### src/rtl/dmem_access_ctrl.sv
// Load/store sequencer between the RV32I MEM stage and a multi-cycle Data_Memory.
// Handles word/sub-word loads, read-modify-write sub-word stores, and error and timeout reporting.
module dmem_access_ctrl #(
    parameter int unsigned MEM_BYTES = 2048,
    parameter int unsigned TIMEOUT   = 15
) (
    input  logic        clk,
    input  logic        rst,
    input  logic        req_valid,
    output logic        req_ready,
    input  logic        req_we,
    input  logic [2:0]  req_funct3,
    input  logic [31:0] req_addr,
    input  logic [31:0] req_wdata,
    output logic        resp_valid,
    output logic [31:0] resp_rdata,
    output logic        resp_err,
    output logic [31:0] mem_address,
    output logic [31:0] mem_wdata,
    output logic        mem_write,
    output logic        mem_read,
    input  logic [31:0] mem_rdata,
    input  logic        mem_ready
);

    typedef enum logic [1:0] {
        IDLE,
        RD_WAIT,
        WR,
        RESP
    } state_t;

    localparam logic [2:0] F3_B  = 3'b000;
    localparam logic [2:0] F3_H  = 3'b001;
    localparam logic [2:0] F3_W  = 3'b010;
    localparam logic [2:0] F3_BU = 3'b100;
    localparam logic [2:0] F3_HU = 3'b101;

    localparam logic [3:0]  TIMEOUT_LAST = 4'(TIMEOUT - 1);
    localparam logic [31:0] ADDR_LIMIT   = 32'(MEM_BYTES);

    state_t      state;
    logic        we_q;
    logic [2:0]  funct3_q;
    logic [1:0]  lane_q;
    logic [15:0] wdata_q;
    logic [3:0]  timer;

    // Illegal funct3, out-of-range address, or misaligned halfword/word access.
    function automatic logic req_error(input logic        we,
                                       input logic [2:0]  f3,
                                       input logic [31:0] addr);
        logic bad_f3;
        logic bad_align;
        bad_f3    = 1'b0;
        bad_align = 1'b0;
        if (we) begin
            bad_f3 = !(f3 == F3_B || f3 == F3_H || f3 == F3_W);
        end else begin
            bad_f3 = !(f3 == F3_B || f3 == F3_H || f3 == F3_W ||
                       f3 == F3_BU || f3 == F3_HU);
        end
        case (f3)
            F3_H, F3_HU: bad_align = addr[0];
            F3_W:        bad_align = (addr[1:0] != 2'b00);
            default:     bad_align = 1'b0;
        endcase
        return bad_f3 || bad_align || (addr >= ADDR_LIMIT);
    endfunction

    function automatic logic [31:0] load_extract(input logic [2:0]  f3,
                                                 input logic [1:0]  lane,
                                                 input logic [31:0] word);
        logic [31:0] shifted;
        logic [7:0]  byte_v;
        logic [15:0] half_v;
        logic [31:0] result;
        shifted = word >> {lane, 3'b000};
        byte_v  = shifted[7:0];
        half_v  = lane[1] ? word[31:16] : word[15:0];
        case (f3)
            F3_B:    result = {{24{byte_v[7]}}, byte_v};
            F3_H:    result = {{16{half_v[15]}}, half_v};
            F3_BU:   result = {24'h000000, byte_v};
            F3_HU:   result = {16'h0000, half_v};
            default: result = word;
        endcase
        return result;
    endfunction

    // Only the addressed lane(s) change; the rest keep the value just read.
    function automatic logic [31:0] store_merge(input logic [2:0]  f3,
                                                input logic [1:0]  lane,
                                                input logic [31:0] old_word,
                                                input logic [15:0] data);
        logic [31:0] merged;
        merged = old_word;
        case (f3)
            F3_B:    merged[{lane, 3'b000} +: 8] = data[7:0];
            F3_H:    merged[{lane[1], 4'b0000} +: 16] = data;
            default: merged = old_word;
        endcase
        return merged;
    endfunction

    assign req_ready = (state == IDLE);

    always_ff @(posedge clk or negedge rst) begin
        if (!rst) begin
            state       <= IDLE;
            we_q        <= 1'b0;
            funct3_q    <= 3'b000;
            lane_q      <= 2'b00;
            wdata_q     <= 16'h0000;
            timer       <= 4'h0;
            resp_valid  <= 1'b0;
            resp_rdata  <= 32'h0;
            resp_err    <= 1'b0;
            mem_address <= 32'h0;
            mem_wdata   <= 32'h0;
            mem_write   <= 1'b0;
            mem_read    <= 1'b0;
        end else begin
            resp_valid <= 1'b0;
            mem_write  <= 1'b0;
            case (state)
                IDLE: begin
                    if (req_valid) begin
                        we_q        <= req_we;
                        funct3_q    <= req_funct3;
                        lane_q      <= req_addr[1:0];
                        wdata_q     <= req_wdata[15:0];
                        timer       <= 4'h0;
                        mem_address <= {req_addr[31:2], 2'b00};
                        resp_rdata  <= 32'h0;
                        resp_err    <= 1'b0;
                        if (req_error(req_we, req_funct3, req_addr)) begin
                            resp_err   <= 1'b1;
                            resp_valid <= 1'b1;
                            state      <= RESP;
                        end else if (req_we && req_funct3 == F3_W) begin
                            mem_wdata <= req_wdata;
                            mem_write <= 1'b1;
                            state     <= WR;
                        end else begin
                            mem_read <= 1'b1;
                            state    <= RD_WAIT;
                        end
                    end
                end
                RD_WAIT: begin
                    if (mem_ready) begin
                        mem_read <= 1'b0;
                        if (we_q) begin
                            mem_wdata <= store_merge(funct3_q, lane_q, mem_rdata, wdata_q);
                            mem_write <= 1'b1;
                            state     <= WR;
                        end else begin
                            resp_rdata <= load_extract(funct3_q, lane_q, mem_rdata);
                            resp_valid <= 1'b1;
                            state      <= RESP;
                        end
                    end else if (timer == TIMEOUT_LAST) begin
                        mem_read   <= 1'b0;
                        resp_err   <= 1'b1;
                        resp_rdata <= 32'h0;
                        resp_valid <= 1'b1;
                        state      <= RESP;
                    end else begin
                        timer <= timer + 4'h1;
                    end
                end
                WR: begin
                    resp_valid <= 1'b1;
                    state      <= RESP;
                end
                RESP: begin
                    // Guarantees MemRead is low for a cycle so the memory's ready counter restarts.
                    mem_read <= 1'b0;
                    state    <= IDLE;
                end
                default: state <= IDLE;
            endcase
        end
    end

endmodule

### config.mk
export PLATFORM = sky130hd
export DESIGN_NAME = dmem_access_ctrl
export DESIGN_NICKNAME = d
export VERILOG_FILES = /design/src/rtl/dmem_access_ctrl.sv
export SDC_FILE = /design/constraint.sdc
export NUM_CORES = 1
export LEC_CHECK = 0
export ABC_AREA = 1
export CAP_MARGIN = 10
export CORE_MARGIN = 4
export CORE_UTILIZATION = 40
export CTS_BUF_LIST = sky130_fd_sc_hd__clkbuf_4 sky130_fd_sc_hd__clkbuf_8 sky130_fd_sc_hd__clkbuf_16
export DETAILED_ROUTE_END_ITERATION = 10
export HOLD_SLACK_MARGIN = 0.08
export PLACE_DENSITY = 0.67
export SLEW_MARGIN = 30
export SYNTH_ARGS = -nofsm -noshare
export SYNTH_HDL_FRONTEND = slang
export SYNTH_SLANG_ARGS = --single-unit
### constraint.sdc
create_clock -name clk -period 2.4 [get_ports clk]
set_clock_uncertainty 0.1 [all_clocks]
set_input_delay 0.48 -clock clk [delete_from_list [all_inputs] [get_ports clk]]
set_output_delay 0.48 -clock clk [all_outputs]
set_load 0.05 [all_outputs]
Word-level counts from Yosys, hierarchy flattened --
Cells that the tools add are included.
Word-level totals: word-level logic and storage cells 122, register bits 126, input bits 104
Cells by class: eq/ne operators 22, multiplexer cells 55, reduce and logical (&&, ||, !) cells 23, add/sub/neg operators 3, order comparisons 1, shift operators 5
Operators with widths (count):
- $mux 32 | 9
- $pmux 32 s2 | 3
- $pmux 32 s4 | 1
- $bwmux 32 | 2
- $ge 32x12->1 const B | 1
- $shift 16x7->32 const A | 1
- $shift 8x7->32 const A | 1
- $shiftx 16x7->32 | 1
- $shiftx 8x7->32 | 1
- $shr 32x5->8 | 1
- $mux 1 | 24
- $mux 16 | 1
- $ne 2x2->1 const B | 8
- $neg 5->7 | 2
- $eq 3x3->1 const B | 4
- $mux 4 | 3
- $reduce_and 4->1 | 3
- $mux 2 | 5
- $pmux 2 s4 | 1
- $pmux 4 s2 | 1
- $eq 3x1->1 const B | 2
- $logic_not 3->1 | 2
- $logic_or 1x1->1 | 6
- $ne 3x3->1 const B | 2
- other kinds (17) | 24

Logic depth before layout (Yosys ltp) --
word-level depth 14, gate-level depth with buffers 15, depth with buffers taken out 11

Worst setup path after synthesis --
No wires, ideal clock.
path type register -> register, start point register state[0], end point register mem_wdata[10], path buffers 1, stages on the path, launching flop included 11, slack 0.210 ns, clock period less this slack 2.190 ns, data arrival time 1.971 ns, required time 2.181 ns, setup time 0.119 ns, path through dfrtp_1 -> inv_1 -> ha_1 -> nand2_2 -> o21ai_4 -> inv_2 -> nor2_4 -> nand3_2 -> buf_6 -> nand2_1 -> nand2_1
Between the ends: longest elaborated chain between the ends 3
RTL lines:
- start: declaration | line 42 | state_t state;
- start signal: assignment | line 110 | state <= IDLE;
- start signal: assignment | line 140 | state <= RESP;
- start signal: assignment | line 144 | state <= WR;
- $logic_not 2->1 (*)
- named net req_ready | line 10 | output logic req_ready,
- $ne 2x1->1 (no source line) (tied with other cells)
- $reduce_and 6->1 (no source line)
- end signal: assignment | line 142 | mem_wdata <= req_wdata;
- end signal: assignment | line 155 | mem_wdata <= store_merge(funct3_q, lane_q, mem_rdata, wdata_q);
- end: declaration | line 19 | output logic [31:0] mem_wdata,
Mark *: on every way through the listed nets, which the timed path passes. The rest lies on a longest branch. A chain may end at the register's enable or synchronous reset.

Final worst setup path --
start point register mem_wdata[12], end point output port mem_wdata[12]
No word-level cell between the ends.

==> flow_summary_export.csv <==
group,metric,value,unit
status,run_status,"finished clean",
yosys,ys.warnings.count,0,
floorplanning,initial_core_util,41.1,%
floorplanning,fp.dieArea,0.0225,mm^2
power_and_ir_drop,vdd.ir_drop.worst,0.789,mV
power_and_ir_drop,leakagePower,5.46,nW
detailed_routing,post_detailed_route_via_to_cell_ratio,4.99,
setup_path,crit_path_cell_trace,"clkdlybuf4s50_1",
yosys,synth_adder_area_share,1.86,%
setup_path,timing.critical_path.slowest_stage_cell,"clkdlybuf4s50_1",
worst_hold_path,timing.hold.worst.class,"reg -> reg",
yosys,ys_ff_latch,126,
cells_and_area,final_cell_mix,"nand2_1 (474), clkdlybuf4s50_1 (200), nor2_1 (175)",
timing,tightest_slew,591,ps
clocking,cts_tree,"yes",
timing,max_freq,0.452,GHz
power_and_ir_drop,p_per_area,1570,mW/mm^2
global_routing,grt-ovfl-total,0,
floorplanning,num_rows,51,
global_routing,grt_antenna_before_repair,0,
setup_path,max_stage_delay,830,ps
cells_and_area,final-seq-area,0.00315,mm^2
yosys,post_synth_and_or_nand_nor_area_fraction,38.5,%
yosys,netlist_instances,1229,
placement,gpl.final_weighted_congestion,0.970,
global_routing,grt_pass1_vias,8264,
setup_path,critical_path_arrival,1630,ps
yosys,synth_compound_area_share,10.5,%
detailed_routing,drc,0,
detailed_routing,antenna_violating_nets_post_route,0,
detailed_routing,drt_pass1_iterations,5,
cells_and_area,layoutNonFillerInstCount,1696,
placement,dp_hpwl,20200,um
yosys,synth_edf_count,0,
setup_path,crit_required,1820,ps
cells_and_area,mostFrequentLayoutCell,"nand2_1",
setup_path,reg2reg_depth,9,
clocking,ctsHtreeMaxLevel,4,
yosys,synth.distinct_cells,36,
setup_path,worst-setup-path-type,"reg -> out",
clocking,clock_sinks,126,
run,total_of_max_cap_violations,0,
cells_and_area,finalNetCount,1533,
cells_and_area,multi_input_comb_area,0.00413,mm^2
setup_path,start_kind,"register",
yosys,yosysSeqAreaShare,39.0,%
timing,slew-limit-headroom,60.6,%
clocking,ctsRootBufferMaster,"clkbuf_16",
power_and_ir_drop,total_power,17.3,mW
yosys,yosys-mux-area-fraction,0,%
floorplanning,io_pins,205,
floorplanning,x_dimension_of_the_die,150,um
timing,timing.final.max_slew_violations,0,
placement,place.detailed.instances,1661,
floorplanning,placeableCoreArea,0.0197,mm^2
yosys,syn-cell-area,0.00808,mm^2
timing,hold_violations,0,
placement,number_of_buffers_added_on_ports,202,
timing,fin_crit_sh,92.1,%
clocking,path_clk_slew,60,ps
global_routing,grt_start_max_net_pins,75,
yosys,share_of_the_synthesized_netlist_area_taken_by_xor_and_xnor_gates,0.217,%
setup_path,critical_path_buf_inv_count,1,
detailed_routing,wirelength,27400,um
floorplanning,die_h,150,um
cells_and_area,area_delta_synth_final,37.2,%
cells_and_area,filler_cell_count,1947,
detailed_routing,drt_first_iter_violations,616,
timing,fin_setup_tns,0,ps
global_routing,grt_first_pass_wirelength,43600,um
detailed_routing,vias,8469,
clocking,cts_buffers,17,
detailed_routing,routedWlPerCell,16.1,um
setup_path,element_type_at_the_critical_path_end,"primary output",
setup_path,crit_path_max_fanout,2,
timing,grt_setup_unrepaired,"false",
timing,setup_violations,0,
yosys,combinational_family_with_the_most_area_after_synthesis,"simple AND/OR/NAND/NOR gates",
setup_path,cpLargestDelayFamily,"buffers and inverters",
clocking,cts_max_path_buffers,2,
clocking,worstSkewPairLatency,420,ps
cells_and_area,layout-drive-gt1-share,7.27,%
worst_hold_path,timing.hold.worst_path_depth,2,
yosys,synthFlopType,"dfrtp_1",
global_routing,grtUsageTotal,24.6,%
yosys,asyncSetResetFlopFracSynth,100,%
setup_path,cell_depth_of_the_worst_setup_path,1,
yosys,post_synth.cell_area_avg,6.57,um^2
timing,fin_crit,2210,ps
[logic make-up (layout without fill, tap and decap cells)]
| family | after synthesis | count (layout) |
|---|---|---|
| buffers and inverters | 176 | 376 |
| DFF | 126 | 126 |
| adders and majority gates | 12 | 12 |
| xor gates and xnor gates | 2 | 2 |
| AOI/OAI and AO/OA | 150 | 150 |
| other | 1 | 3 |
| and+or+nand+nor | 762 | 762 |
[state kept, by name, summed over array words and instances (netlist names)]
signal / count
resp_err: 1
mem_address: 30
timer: 4
mem_write: 1
mem_read: 1
lane_q: 2
state: 2
wdata_q: 16
mem_wdata: 32
resp_rdata: 32
we_q: 1
funct3_q: 3
resp_valid: 1
[where the power goes]
group | internal [mW] | switching [mW]
logic | 3.40 | 7.17
registers | 3.10 | 0.749
clock network | 1.93 | 0.992
total | 8.44 | 8.91
[Yosys cell counts (all sizes together), types with 2 or more instances]
library cell	number	area, um^2
nand2	478	1800
clkbuf	25	93.8
or2	10	62.6
o31ai	2	15.0
nor3	2	10.0
clkinv	3	11.3
nor2	178	691
nand4	17	106
a21oi	41	205
inv	102	388
nand3	76	428
ha	12	150
o211ai	26	195
buf	46	304
dfrtp	126	3150
o21ai	77	400
[layer usage]
| metal | vias up | routed length [um] | GRT usage, % |
|---|---|---|---|
| met1 | 3841 | 11300 | 31.1 |
| li1 | 4225 | - | - |
| met4 | 0 | 855 | 9.10 |
| met3 | 37 | 2700 | 7.30 |
| met2 | 366 | 12500 | 39.9 |
| met5 | - | 0 | 0 |
[stage by stage]
step	utilization, %	instance area (um^2)	hold WS [ps]	setup WS (ps)
3_5_place_dp	52.8	10400	359	27.4
4_1_cts	56.2	11100	374	100
3_3_place_gp	52.8	10400	359	97.0
2_1_floorplan	-	8080	84.4	210
6_report	56.4	11100	369	189
5_1_grt	56.4	11100	388	12.4
[layout make-up]
class	count	area share, %
Clock buffer	20	4.21
Tap cell	265	2.99
Sequential cell	126	28.5
Antenna cell	1	0.0226
Timing Repair Buffer	239	21.6
Multi-Input combinational cell	928	37.3
Clock inverter	12	1.85
Inverter	105	3.60
[path summary, 6_finish.rpt]
check                              start            end  slack (ps)
max                        mem_wdata[12]  mem_wdata[12]         190
min                        mem_wdata[31]  mem_wdata[31]         370
max reg2reg                     state[1]  mem_wdata[24]         210
min reg2reg                mem_wdata[31]  mem_wdata[31]         370
max in group asynchronous            rst      lane_q[1]        1110
min in group asynchronous            rst  resp_rdata[4]         450
[timing repair]
action,in CTS,in global routing
endpoints found under the hold margin,31,0
setup endpoints to repair,0,42
resized for setup,0,2
hold buffers,1,0
setup buffers,0,1
(Power assumes the default switching activity.)
